File: config.mk
export PLATFORM = sky130hd
export DESIGN_NAME = hwpe_stream_sync_fifo_flat
export DESIGN_NICKNAME = d
export VERILOG_FILES = /design/src/rtl/hwpe_stream_sync_fifo_pkg.sv /design/src/rtl/hwpe_stream_sync_fifo_if.sv /design/src/rtl/hwpe_stream_sync_fifo_mem.sv /design/src/rtl/hwpe_stream_sync_fifo.sv /design/src/flat_wrapper.sv
export SDC_FILE = /design/constraint.sdc
export NUM_CORES = 1
export LEC_CHECK = 0
export ABC_AREA = 1
export CORE_MARGIN = 2
export CORE_UTILIZATION = 30
export DETAILED_ROUTE_END_ITERATION = 8
export PLACE_DENSITY_LB_ADDON = 0.12
export SETUP_SLACK_MARGIN = 0.3
export SLEW_MARGIN = 20
export SYNTH_ARGS = -nofsm -noshare
export SYNTH_HDL_FRONTEND = slang
export SYNTH_HIERARCHICAL = 1
export SYNTH_SLANG_ARGS = --single-unit
File: constraint.sdc
create_clock -name clk_i -period 1.7 [get_ports clk_i]
set_clock_uncertainty 0.15 [all_clocks]
set_input_delay 0.255 -clock clk_i [delete_from_list [all_inputs] [get_ports clk_i]]
set_output_delay 0.255 -clock clk_i [all_outputs]
set_load 0.05 [all_outputs]
File: src/rtl/hwpe_stream_sync_fifo_pkg.sv
// Shared HWPE-Stream types: FIFO flag bundle and FIFO occupancy state.
package hwpe_stream_package;

  // Pointer fields are fixed-width so the struct can live in a package; they are zero-extended.
  typedef struct packed {
    logic       empty;
    logic       full;
    logic [7:0] push_pointer;
    logic [7:0] pop_pointer;
  } flags_fifo_t;

  typedef enum logic [1:0] {
    EMPTY  = 2'd0,
    MIDDLE = 2'd1,
    FULL   = 2'd2
  } fifo_state_e;

endpackage

File: src/rtl/hwpe_stream_sync_fifo_if.sv
// HWPE-Stream valid/ready channel carrying data plus byte strobes.
interface hwpe_stream_intf_stream #(
  parameter int unsigned DATA_WIDTH = 32
);
  logic                    valid;
  logic                    ready;
  logic [DATA_WIDTH-1:0]   data;
  logic [DATA_WIDTH/8-1:0] strb;

  modport source (output valid, output data, output strb, input  ready);
  modport sink   (input  valid, input  data, input  strb, output ready);
endinterface

File: src/rtl/hwpe_stream_sync_fifo_mem.sv
// FIFO storage: one write port, one asynchronous read port; flip-flop or latch array.
module hwpe_stream_fifo_mem #(
  parameter int unsigned WIDTH      = 36,
  parameter int unsigned DEPTH      = 8,
  parameter int unsigned LATCH_FIFO = 0,
  localparam int unsigned AW        = $clog2(DEPTH)
) (
  input  logic             clk_i,
  input  logic             rst_ni,
  input  logic             we_i,
  input  logic [AW-1:0]    waddr_i,
  input  logic [WIDTH-1:0] wdata_i,
  input  logic [AW-1:0]    raddr_i,
  output logic [WIDTH-1:0] rdata_o
);

  if (LATCH_FIFO == 0) begin : g_ff
    logic [WIDTH-1:0] mem_q [DEPTH];

    always_ff @(posedge clk_i or negedge rst_ni) begin
      if (!rst_ni) begin
        mem_q <= '{default: '0};
      end else if (we_i) begin
        mem_q[waddr_i] <= wdata_i;
      end
    end

    assign rdata_o = mem_q[raddr_i];
  end else begin : g_latch
    logic [WIDTH-1:0] wdata_q;
    logic [DEPTH-1:0] we_q;
    logic [WIDTH-1:0] mem_l [DEPTH];

    // Write data is staged on the rising edge, then the selected latch opens in the low phase.
    always_ff @(posedge clk_i or negedge rst_ni) begin
      if (!rst_ni) begin
        wdata_q <= '0;
        we_q    <= '0;
      end else begin
        we_q <= '0;
        if (we_i) begin
          wdata_q        <= wdata_i;
          we_q[waddr_i]  <= 1'b1;
        end
      end
    end

    for (genvar i = 0; i < DEPTH; i++) begin : g_entry
      always_latch begin
        if (!clk_i && we_q[i]) begin
          mem_l[i] <= wdata_q;
        end
      end
    end

    assign rdata_o = mem_l[raddr_i];
  end

endmodule

File: src/rtl/hwpe_stream_sync_fifo.sv
// Synchronous HWPE-Stream FIFO, no fall-through. SVA checks under HWPE_STREAM_FIFO_ASSERTIONS_EN.
//   state  | meaning
//   EMPTY  | no words stored, pop_o.valid low
//   MIDDLE | 1 .. FIFO_DEPTH-1 words stored
//   FULL   | FIFO_DEPTH words stored, push_i.ready low
module hwpe_stream_sync_fifo
  import hwpe_stream_package::*;
#(
  parameter int unsigned DATA_WIDTH = 32,
  parameter int unsigned FIFO_DEPTH = 8,
  parameter int unsigned LATCH_FIFO = 0
) (
  input  logic                    clk_i,
  input  logic                    rst_ni,
  input  logic                    clear_i,
  output flags_fifo_t             flags_o,
  hwpe_stream_intf_stream.sink    push_i,
  hwpe_stream_intf_stream.source  pop_o
);

  localparam int unsigned AW     = $clog2(FIFO_DEPTH);
  localparam int unsigned STRB_W = DATA_WIDTH / 8;
  localparam logic [AW-1:0] PTR_ONE = AW'(1);

  fifo_state_e state_q, state_d;
  logic [AW-1:0] push_ptr_q, push_ptr_d;
  logic [AW-1:0] pop_ptr_q,  pop_ptr_d;
  logic          push_hs, pop_hs;
  logic [DATA_WIDTH+STRB_W-1:0] rdata;

  assign push_i.ready = (state_q != FULL);
  assign pop_o.valid  = (state_q != EMPTY);
  assign push_hs      = push_i.valid & push_i.ready;
  assign pop_hs       = pop_o.valid & pop_o.ready;

  always_ff @(posedge clk_i or negedge rst_ni) begin
    if (!rst_ni) begin
      state_q    <= EMPTY;
      push_ptr_q <= '0;
      pop_ptr_q  <= '0;
    end else begin
      state_q    <= state_d;
      push_ptr_q <= push_ptr_d;
      pop_ptr_q  <= pop_ptr_d;
    end
  end

  always_comb begin
    state_d    = state_q;
    push_ptr_d = push_ptr_q;
    pop_ptr_d  = pop_ptr_q;
    if (clear_i) begin
      state_d    = EMPTY;
      push_ptr_d = '0;
      pop_ptr_d  = '0;
    end else begin
      if (push_hs) push_ptr_d = push_ptr_q + PTR_ONE;
      if (pop_hs)  pop_ptr_d  = pop_ptr_q + PTR_ONE;
      unique case (state_q)
        EMPTY: begin
          if (push_hs) state_d = MIDDLE;
        end
        MIDDLE: begin
          if (push_hs && !pop_hs && (push_ptr_d == pop_ptr_q)) begin
            state_d = FULL;
          end else if (pop_hs && !push_hs && (pop_ptr_d == push_ptr_q)) begin
            state_d = EMPTY;
          end
        end
        FULL: begin
          if (pop_hs) state_d = MIDDLE;
        end
        default: state_d = EMPTY;
      endcase
    end
  end

  // A push coinciding with clear is dropped, so the array must not be written either.
  hwpe_stream_fifo_mem #(
    .WIDTH      (DATA_WIDTH + STRB_W),
    .DEPTH      (FIFO_DEPTH),
    .LATCH_FIFO (LATCH_FIFO)
  ) i_mem (
    .clk_i   (clk_i),
    .rst_ni  (rst_ni),
    .we_i    (push_hs & ~clear_i),
    .waddr_i (push_ptr_q),
    .wdata_i ({push_i.data, push_i.strb}),
    .raddr_i (pop_ptr_q),
    .rdata_o (rdata)
  );

  assign pop_o.data = rdata[DATA_WIDTH+STRB_W-1:STRB_W];
  assign pop_o.strb = rdata[STRB_W-1:0];

  assign flags_o.empty        = (state_q == EMPTY);
  assign flags_o.full         = (state_q == FULL);
  assign flags_o.push_pointer = 8'(push_ptr_q);
  assign flags_o.pop_pointer  = 8'(pop_ptr_q);

`ifdef HWPE_STREAM_FIFO_ASSERTIONS_EN
  if ((FIFO_DEPTH < 2) || ((FIFO_DEPTH & (FIFO_DEPTH - 1)) != 0)) begin : g_depth_check
    $error("FIFO_DEPTH must be a power of two and at least 2");
  end

  a_no_push_full: assert property (@(posedge clk_i) disable iff (!rst_ni)
    !(push_i.valid && push_i.ready && flags_o.full));

  a_no_pop_empty: assert property (@(posedge clk_i) disable iff (!rst_ni)
    !(pop_o.valid && pop_o.ready && flags_o.empty));

  a_push_stable: assert property (@(posedge clk_i) disable iff (!rst_ni)
    (push_i.valid && !push_i.ready) |=>
      (push_i.valid && $stable(push_i.data) && $stable(push_i.strb)));
`endif

endmodule

File: src/flat_wrapper.sv
// flat-port wrapper written by rule: the top's interface ports become plain ports
module hwpe_stream_sync_fifo_flat import hwpe_stream_package::*;
#(
  parameter int unsigned DATA_WIDTH = 32,
  parameter int unsigned FIFO_DEPTH = 8,
  parameter int unsigned LATCH_FIFO = 0
)
  (clk_i, rst_ni, clear_i, flags_o, push_i_valid, push_i_data, push_i_strb, push_i_ready, pop_o_valid, pop_o_data, pop_o_strb, pop_o_ready);
  hwpe_stream_intf_stream #(.DATA_WIDTH(DATA_WIDTH)) push_i_i ();
  hwpe_stream_intf_stream #(.DATA_WIDTH(DATA_WIDTH)) pop_o_i ();
  input  logic clk_i;
  input  logic rst_ni;
  input  logic clear_i;
  output flags_fifo_t flags_o;
  input wire logic [$bits(push_i_i.valid)-1:0] push_i_valid;
  input wire logic [$bits(push_i_i.data)-1:0] push_i_data;
  input wire logic [$bits(push_i_i.strb)-1:0] push_i_strb;
  output wire logic [$bits(push_i_i.ready)-1:0] push_i_ready;
  output wire logic [$bits(pop_o_i.valid)-1:0] pop_o_valid;
  output wire logic [$bits(pop_o_i.data)-1:0] pop_o_data;
  output wire logic [$bits(pop_o_i.strb)-1:0] pop_o_strb;
  input wire logic [$bits(pop_o_i.ready)-1:0] pop_o_ready;
  assign push_i_i.valid = push_i_valid;
  assign push_i_i.data = push_i_data;
  assign push_i_i.strb = push_i_strb;
  assign push_i_ready = push_i_i.ready;
  assign pop_o_valid = pop_o_i.valid;
  assign pop_o_data = pop_o_i.data;
  assign pop_o_strb = pop_o_i.strb;
  assign pop_o_i.ready = pop_o_ready;
  hwpe_stream_sync_fifo #(.DATA_WIDTH(DATA_WIDTH), .FIFO_DEPTH(FIFO_DEPTH), .LATCH_FIFO(LATCH_FIFO)) u_core (.clk_i(clk_i), .rst_ni(rst_ni), .clear_i(clear_i), .flags_o(flags_o), .push_i(push_i_i), .pop_o(pop_o_i));
endmodule
==> out/summary.md <==
The number of antenna violations at the first check in global routing is 0, and the max-cap check violation count is 0. By area, the combinational part of the netlist is dominated by simple AND/OR/NAND/NOR gates. The run gives 0.749 as the routability-driven placement congestion ratio. The area growth from synthesis to layout is 42.4%, and the maximum frequency from static timing analysis is 0.413 GHz.

The checks that failed: setup timing. The source of the worst register-to-register timing path is u_core/state_q[1]. Data on the critical path is required at its endpoint by 1.29 ns.

In this run the vertical extent of the chip is 226 um. The longest clock path from root to sink contains 3 buffers. The XOR/XNOR share of the synthesized area came out at 0.000594. The initialized floorplan defines 81 standard-cell rows. After clock tree synthesis, the clock-pin slew on the worst setup and hold paths is 0.06 ns.

In the final layout, flip-flops and latches occupy 7430 um^2. The source-to-sink clock delay at the later pin of the worst-skew pair was 0.52 ns. The adder and majority gate portion of the synthesized area was 0.00170; the wire length per cell was 17.1 um. Of all cell types, the one taking the most synthesized area is dfrtp_1. The standard cell core area is 48700 um^2. Setup repair after global routing could not meet its margin everywhere. For this run, the post-layout net count is 2240.

The run gives 14700 um^2 as the cell area after synthesis. Summing all multi-input logic gate instances after layout gives 6620 um^2. After technology mapping, the gate count stands at 2032. TritonCTS built the clock tree. Input and output buffers added on the ports amount to 86. The flow ran to the end, but the final reports show violations. Counting distinct cell types in the post-synthesis netlist gives 30. The number of global-route vias before repair was 12500; the layout filler cell count was 4907. Detailed placement finished with a half-perimeter wire length of 27800 um. The critical path data arrival time is 2.02 ns. The worst setup path is captured at an output pin. After global routing the overflow that remains totals 0. Share of layout cells above drive strength 1: 0.237. The run gives 0.185 as the global router's overall resource usage. Start-to-end type of the worst setup path: reg -> out.

Counting flops and latches in the post-synthesis netlist gives 296. Each instance of the synthesized netlist takes up on average 7.26 um^2. The number of buffers created by CTS came out at 37. The length of the first detailed-routing pass in iterations was 5. In this design, the stage delay of the slowest critical-path cell is 0.56 ns. For this design, the sink count on the clock tree is 296. Setup violations remaining at the end of the flow were counted as 334. The period utilization came out at 1.42. Buffer cell driving the clock tree root: clkbuf_16. The setup slack of the most critical reg-to-reg path is -0.36 ns, and the maximum number of pins on one net before global-route repair is 69.

The H-tree was split into 2 levels. In this design, the critical path's most frequently occurring cell is nand2_1. The tools report the cell leakage power as 10.5 nW.

The first-iteration detailed-routing DRC count was 924. The multiplexer area fraction after synthesis was 0. The run gives 0.0281 ns as the worst hold slack across all endpoints.

The cell class contributing the biggest share of worst-path delay is buffers and inverters. The minimum period implied by the final worst setup slack was 2.42 ns. Ranked by total cell area, the synthesized netlist is headed by dfrtp_1 (50%), nand2_1 (20%), o21ai_0 (9.6%). In this run the power density over the cells is 1250 nW/um^2. The starting density of the core is 0.302.

Simple-gate share of the synthesized area: 0.268. Hold violation count in the final report: 0. Counting cells, the worst reg-to-reg path comes to 12.

Measured along the x axis, the die boundary spans 226 um. The design draws 0.0262 W. OpenSTA, run right after detailed placement, puts the worst setup slack at -0.445 ns.

Of all nets on the critical path, the largest fanout is 9. For the I/O pin count, the log shows 97. The endpoint identified for the worst register-to-register timing path is u_core/i_mem/g_ff.mem_q[17].

The run gives -0.720 ns as the final critical-path setup slack. Diode insertion count for antenna repair: 0. The routed design has 49300 um of wire. The compound-cell area share of the yosys netlist was 0.101. The floorplan step defined a die boundary enclosing 50900 um^2.

The path class of the tightest hold or removal check is in -> async. The cell type of the slowest stage on the worst timing path was dfrtp_4. The number of buffers and inverters on the critical path was 4; the share of Yosys cell area claimed by the top area cell type was 0.502. The share of synthesized area occupied by flip-flops and latches was 0.502; the overall via count from detail_route was 13100. STA classifies the critical path startpoint as a flop. Yosys printed 6 warnings. The total DRC errors in the routed layout came out at 0. The detail-routed via count per cell is 4.54, and the number of nets with antenna violations after detailed routing is 0. For the count of pins over their slew limit, the log shows 0. Across the VDD grid, the largest voltage drop is 0.601 mV. The signal on the critical path passes through buf_16 -> buf_12 -> buf_6 -> nand2_1 -> nand3_1 -> nand2_1 -> nand2_2 -> nand2_4 -> buf_8. The first global-routing pass estimated 73300 um of wire.
[registers in the layout (all words and copies together), names as in the netlist]
name                     flops
u_core/push_ptr_q            3
u_core/state_q               2
u_core/i_mem/g_ff.mem_q    288
u_core/pop_ptr_q             3
[where the power goes]
part	switching [W]	total, W	internal, W
registers	0.000647	0.00887	0.00822
logic	0.00536	0.00905	0.00369
clock network	0.00308	0.00833	0.00525
total	0.00908	0.0262	0.0172
[cells by family after synthesis]
group,Yosys count
flops,296
fa+ha+maj,2
compound gates,295
xor+xnor,1
simple gates,971
buf+inv,466
other cells,1
[what timing repair did]
item,in CTS,in global routing
hold buffers,1,0
endpoints found under the setup margin,340,342
pin swaps,13,20
resized for setup,127,153
gates cloned,12,15
setup buffers,14,10
endpoints found under the hold margin,296,0
[through the flow]
step	utilization	cells	setup TNS (ns)	cell area (um^2)
after global placement	0.366	2770	-100.59	17800
after detailed placement	0.366	2770	-103.51	17800
final	0.431	2888	-73.78	21000
after CTS	0.412	2863	-67.31	20100
after floorplan	-	2041	-9.93	15900
after global routing	0.431	2888	-93.00	21000
[routing by layer]
metal | GRT usage | share of wire | vias to the layer above
li1 | - | - | 6533
met1 | 0.262 | 0.48 | 6338
met2 | 0.302 | 0.47 | 202
met3 | 0.0246 | 0.039 | 48
met4 | 0.0367 | 0.013 | 0
met5 | 0 | 0 | -
[final cells by class]
cell class / instances / area share
clock inverters: 4 / 0.00471
multi-input cells: 1279 / 0.315
well taps: 664 / 0.0396
inverters: 346 / 0.0641
clock buffers: 62 / 0.0573
flip-flops and latches: 296 / 0.354
repair buffers: 237 / 0.165
[worst max-delay path by stage]
stage	depth (start not counted)	endpoint	from	slack [ns]
2_1_floorplan	8	pop_o_data[0]	u_core/pop_ptr_q[0]	-0.13
3_3_place_gp	10	u_core/i_mem/g_ff.mem_q[272]	push_i_valid	-0.41
3_5_place_dp	9	u_core/i_mem/g_ff.mem_q[139]	push_i_valid	-0.45
4_1_cts	8	pop_o_data[19]	u_core/pop_ptr_q[0]	-0.75
5_1_grt	8	pop_o_data[15]	u_core/pop_ptr_q[0]	-0.82
6_report	9	pop_o_data[28]	u_core/pop_ptr_q[0]	-0.72
[cell usage in the layout, fill, tap and decap left out, types with 15 or more instances in the layout]
master and instances:
nand2_1 595, inv_1 336, dfrtp_1 289, o21ai_1 263, nand3_1 136, nand2_2 128, nand2_4 62, buf_12 55
buf_4 53, clkbuf_16 50, clkdlybuf4s50_1 39, buf_6 31, buf_8 29, nand3_2 24, o21ai_2 19, buf_16 15
[Yosys cell counts]
cell,number
o21a_1,1
nand4_1,1
nand2_1,777
clkinv_4,1
a21oi_1,4
nor3_4,1
o21ai_2,2
o21ai_1,4
buf_2,42
nand3_1,157
nor2_1,10
nand3b_1,1
clkinv_1,1
conb_1,1
ha_1,2
nor2_2,2
clkbuf_1,57
buf_4,12
nand2_2,12
inv_2,4
nand2_4,4
buf_1,7
nor2_4,1
nand3_2,4
clkbuf_2,2
inv_1,340
dfrtp_1,296
nor3_1,1
xnor2_1,1
o21ai_0,284
[worst register-to-register path: cells and delay by family, from the launching register on]
family / cells / cell delay, ns
AO/OA/AOI/OAI: 1 / 0.06
buffers and inverters: 5 / 0.78
flip-flops: 1 / 0.42
AND/OR/NAND/NOR: 6 / 0.58
Power figures use the tool's default switching activity.
==> edit 1: new RTL, same settings <==
`FIFO_DEPTH` is set to 8 in 2 places; all go to 16.
--- a/src/rtl/hwpe_stream_sync_fifo.sv
+++ b/src/rtl/hwpe_stream_sync_fifo.sv
@@ -7,7 +7,7 @@
   import hwpe_stream_package::*;
 #(
   parameter int unsigned DATA_WIDTH = 32,
-  parameter int unsigned FIFO_DEPTH = 8,
+  parameter int unsigned FIFO_DEPTH = 16,
   parameter int unsigned LATCH_FIFO = 0
 ) (
   input  logic                    clk_i,
--- a/src/flat_wrapper.sv
+++ b/src/flat_wrapper.sv
@@ -2,7 +2,7 @@
 module hwpe_stream_sync_fifo_flat import hwpe_stream_package::*;
 #(
   parameter int unsigned DATA_WIDTH = 32,
-  parameter int unsigned FIFO_DEPTH = 8,
+  parameter int unsigned FIFO_DEPTH = 16,
   parameter int unsigned LATCH_FIFO = 0
 )
   (clk_i, rst_ni, clear_i, flags_o, push_i_valid, push_i_data, push_i_strb, push_i_ready, pop_o_valid, pop_o_data, pop_o_strb, pop_o_ready);
Behaviour: no difference found for any inputs over 4 cycles, from zero or initial values and one cycle with rst_ni low; that may be too few to reach the edited logic, so the function may still have changed.
==> edit 1 against the original RTL <==
The run still ends with negative setup slack left; synthesized cell count is 88% higher; sequential cell count up 290; maximum frequency shrank 12%; design area up 87%; register-to-register slack lost 110 ps; via count grew 94%; synthesized area grew 92%; worst setup slack got worse by 340 ps; non-clock buffer count rose by 197; routed wire length is 120% higher; power is 79% higher; die area is 90% higher; final cell count up 86%; critical path depth is 1 higher; critical path type unchanged; critical endpoint is now pop_o_data[21]; highest routed layer unchanged.
==> edit 1: results <==
set metrics [dict create \
    status "finished with violations" \
    violations "negative setup slack" \
    nMultiInputCombCells 2468 \
    routabilityCongestion 0.762 \
    n_all_buffers 434 \
    synth_compound_area_share_pct 10.3 \
    dp.final_hpwl_mm 58.9 \
    dp.cells 5153 \
    grt_max_degree 73 \
    r2r_setup_slack_ps -470 \
    reg_top3 "u_core/i_mem/g_ff.mem_q (576), u_core/pop_ptr_q (4), u_core/push_ptr_q (4)" \
    synthAdderAreaFrac_pct 0.0883 \
    clk_share_pct 6.20 \
    tns_ps -217950 \
    power_leakage_nw 18.9 \
    n_all_inverters 498 \
    cpPeakStageDelay_ps 480 \
    timing.hold.ws_ps 194 \
    setup_viol 630 \
    critPathMaxFanout 8 \
    buf_share_pct 15.9 \
    dp_worst_setup_slack_ps -633 \
    drt-initial-drc-count 1927 \
    synth_common_cells "nand2_1 (1375), dfrtp_1 (586), o21ai_0 (549), inv_1 (490), nand3_1 (457)" \
    synth.distinct_cells 28 \
    fin_ws_ps -1060 \
    finalNonFillerCells 5374 \
    insertion_delay_ps 610 \
    yosysSeqAreaShare_pct 51.8 \
    track_usage_pct 20.3 \
    port_buffers 88 \
    synth_area_leaders "dfrtp_1 (52%), nand2_1 (18%), o21ai_0 (9.7%), nand3_1 (8.1%), inv_1 (6.5%)" \
    cts_max_level 3 \
    final_nets 4106 \
    cts_buffers 75 \
    multi_input_area_sq_um 12400 \
]
edit 1: cell count changes after synthesis, moves of 16 or more:
cell	before	now
nand3_1	157	457
o21ai_0	284	549
dfrtp_1	296	586
buf_1	7	31
o21ai_1	4	28
nand2_1	777	1375
clkbuf_1	57	178
inv_1	340	490
buf_2	42	58
edit 1: per-layer routing:
layer	vias up	wire length, um	share of wire (%)
met5	-	0	0
met4	0	2740	2.5
met3	155	5180	4.8
met2	551	49500	46
met1	12399	50500	47
li1	12413	-	-
edit 1: critical path: cells and delay by family, from the launching register on:
| family | cells | cell delay, ps |
|---|---|---|
| DFF | 1 | 480 |
| buffers and inverters | 5 | 760 |
| and+or+nand+nor | 5 | 480 |
edit 1: cells by family (layout without fill, tap and decap cells):
| logic type | Yosys count | after routing |
|---|---|---|
| compound gates | 581 | 581 |
| buf+inv | 773 | 1064 |
| flops | 586 | 586 |
| other cells | 1 | 10 |
| simple gates | 1876 | 1877 |
| fa+ha+maj | 2 | 2 |
edit 1: repair_timing:
action	CTS	global route
gates resized for setup	152	323
endpoints found under the hold margin	586	0
cloned	19	32
buffers inserted	21	13
hold buffers	2	0
setup endpoints to repair	633	645
pin swaps	10	14
edit 1: power breakdown:
group	switching (mW)	internal, mW
combinational	8.59	5.87
sequential	0.844	15.7
clock	6.46	9.48
edit 1: final timing paths:
kind,from,to,cells after the start
min in group clk_i,push_i_data[31],u_core/i_mem/g_ff.mem_q[35],4
worst max register to register,u_core/state_q[1],u_core/i_mem/g_ff.mem_q[449],14
max in group asynchronous,rst_ni,u_core/i_mem/g_ff.mem_q[30],3
worst min register to register,u_core/i_mem/g_ff.mem_q[413],u_core/i_mem/g_ff.mem_q[413],2
worst min-delay path,rst_ni,u_core/i_mem/g_ff.mem_q[389],3
worst max-delay path,u_core/pop_ptr_q[0],pop_o_data[21],10
==> edit 2: new RTL, config.mk and constraints unchanged <==
Made on the original files. The 3 states of `fifo_state_e` get a one-hot encoding in 3 bits.
--- a/src/rtl/hwpe_stream_sync_fifo_pkg.sv
+++ b/src/rtl/hwpe_stream_sync_fifo_pkg.sv
@@ -9,10 +9,10 @@
     logic [7:0] pop_pointer;
   } flags_fifo_t;
 
-  typedef enum logic [1:0] {
-    EMPTY  = 2'd0,
-    MIDDLE = 2'd1,
-    FULL   = 2'd2
+  typedef enum logic [2:0] {
+    EMPTY  = 3'b001,
+    MIDDLE = 3'b010,
+    FULL   = 3'b100
   } fifo_state_e;
 
 endpackage
Check against the original RTL: no difference found for any inputs over 4 cycles, from zero or initial values and one cycle with rst_ni low; so few cycles prove little.
==> edit 2 against the original RTL <==
The run still ends with negative setup slack left; critical endpoint is now pop_o_data[31]; routed wire length up 12%; final cell count up 0.28%; sequential cell count increased by 1; die area is 0.21% higher; clock power fell by 10%; design area rose by 1.7%; global-route usage shrank 0.31 points; synthesized area is 0.21% higher; via count rose by 4.3%; critical path depth unchanged; count of clock-buffer cells in the layout fell by 9; worst setup slack got worse by 12 ps; power up 19%.
==> edit 2: results <==
set metrics [dict create \
    peakVddDrop_v 0.000763 \
    insertion_delay_ps 520 \
    root_buffer "clkbuf_16" \
    wl_per_cell_um 19.1 \
    worstPathArrival_ps 2030 \
    synth.distinct_cells 31 \
    drive_above_1_share_pct 26.8 \
    post_synth.cell_area_avg_sq_um 7.25 \
    power_leakage_nw 10.6 \
    cts_buffer_depth 3 \
    dp_worst_setup_slack_ps -411 \
    firstDrtPassIters 7 \
    cpPeakStageDelay_ps 580 \
    grt_pass1_vias 12444 \
    top_register "u_core/i_mem/g_ff.mem_q" \
    route.met3.wl_mm 2.95 \
    synth_area_leaders "dfrtp_1 (50%), nand2_1 (20%), o21ai_0 (9.7%), inv_1 (8.7%), nand3_1 (5.3%)" \
    status "finished with violations" \
    routabilityCongestion 0.736 \
    grt_pass1_wl_mm 71.9 \
    hp-class "in -> async" \
    track_usage_pct 18.2 \
    violations "negative setup slack" \
    r2r_cells 5 \
    yosysSeqAreaShare_pct 50.3 \
    ys_warn_count 6 \
    wl_mm 55.4 \
    synthArstFlopShare_pct 100 \
    dp.final_hpwl_mm 26.4 \
    crit_end "pop_o_data[31]" \
    critPathMaxFanout 8 \
    nFillCells 4849 \
    wl_met2_mm 25.4 \
    worst_r2r_endpoint "u_core/i_mem/g_ff.mem_q[237]" \
    final_nets 2250 \
    cp-startpoint "u_core/pop_ptr_q[0]" \
    dp.cells 2763 \
    synth_common_cells "nand2_1 (787), inv_1 (342), dfrtp_1 (296), o21ai_0 (286), nand3_1 (156)" \
    grt_max_degree 61 \
    vias 13687 \
    cts_buffers 37 \
    drt-initial-drc-count 1165 \
    r2r_start "u_core/push_ptr_q[1]" \
    fin_ws_ps -733 \
    setup_viol 337 \
    m1WireLength_mm 25.9 \
    crit_path_top_delay_cell "dfrtp_4" \
]
edit 2: final cells by class:
type | count | area, sq um | area share, %
flip-flops and latches | 297 | 7440 | 34.9
clock inverters | 11 | 66.3 | 0.311
well taps | 664 | 831 | 3.89
multi-input cells | 1285 | 7060 | 33.1
inverters | 347 | 1330 | 6.22
clock buffers | 53 | 1070 | 4.99
repair buffers | 239 | 3550 | 16.6
edit 2: through the flow:
stage	setup TNS (ps)	hold WS [ps]	instance area, sq um	power [mW]	util [%]
after detailed placement	-109000	-24.9	17500	21.4	36.0
final	-102730	19.9	21400	31.2	43.8
after global routing	-125750	14.7	21400	33.0	43.8
after global placement	-102830	-24.6	17500	21.3	36.0
after CTS	-80240	11.2	19200	29.8	39.3
after floorplan	-52000	-191	15500	17.6	-
edit 2: cell families after synthesis:
family          count (synthesis)  synth area share, %
buf+inv                       467                 12.5
compound gates                296                 10.1
simple gates                  971                 26.6
xor+xnor                        3                0.271
flops                         297                 50.3
other cells                     1               0.0254
fa+ha+maj                       2                0.169
edit 2: repair_timing:
item,CTS,global route
hold buffers,1,0
endpoints found under the hold margin,297,0
gates resized for setup,98,402
cloned,5,47
setup endpoints to repair,343,343
pin swaps,7,17
setup buffers,11,5
edit 2: power by group:
part | internal, mW | total (mW) | switching [mW]
registers | 8.44 | 9.36 | 0.920
clock network | 4.36 | 7.50 | 3.15
logic | 5.61 | 14.3 | 8.69
total | 18.4 | 31.2 | 12.8
edit 2: layer usage:
metal	up-vias	global-route usage (%)
li1	6565	-
met1	6705	25.9
met2	349	29.4
met3	68	2.59
met4	0	3.67
met5	-	0
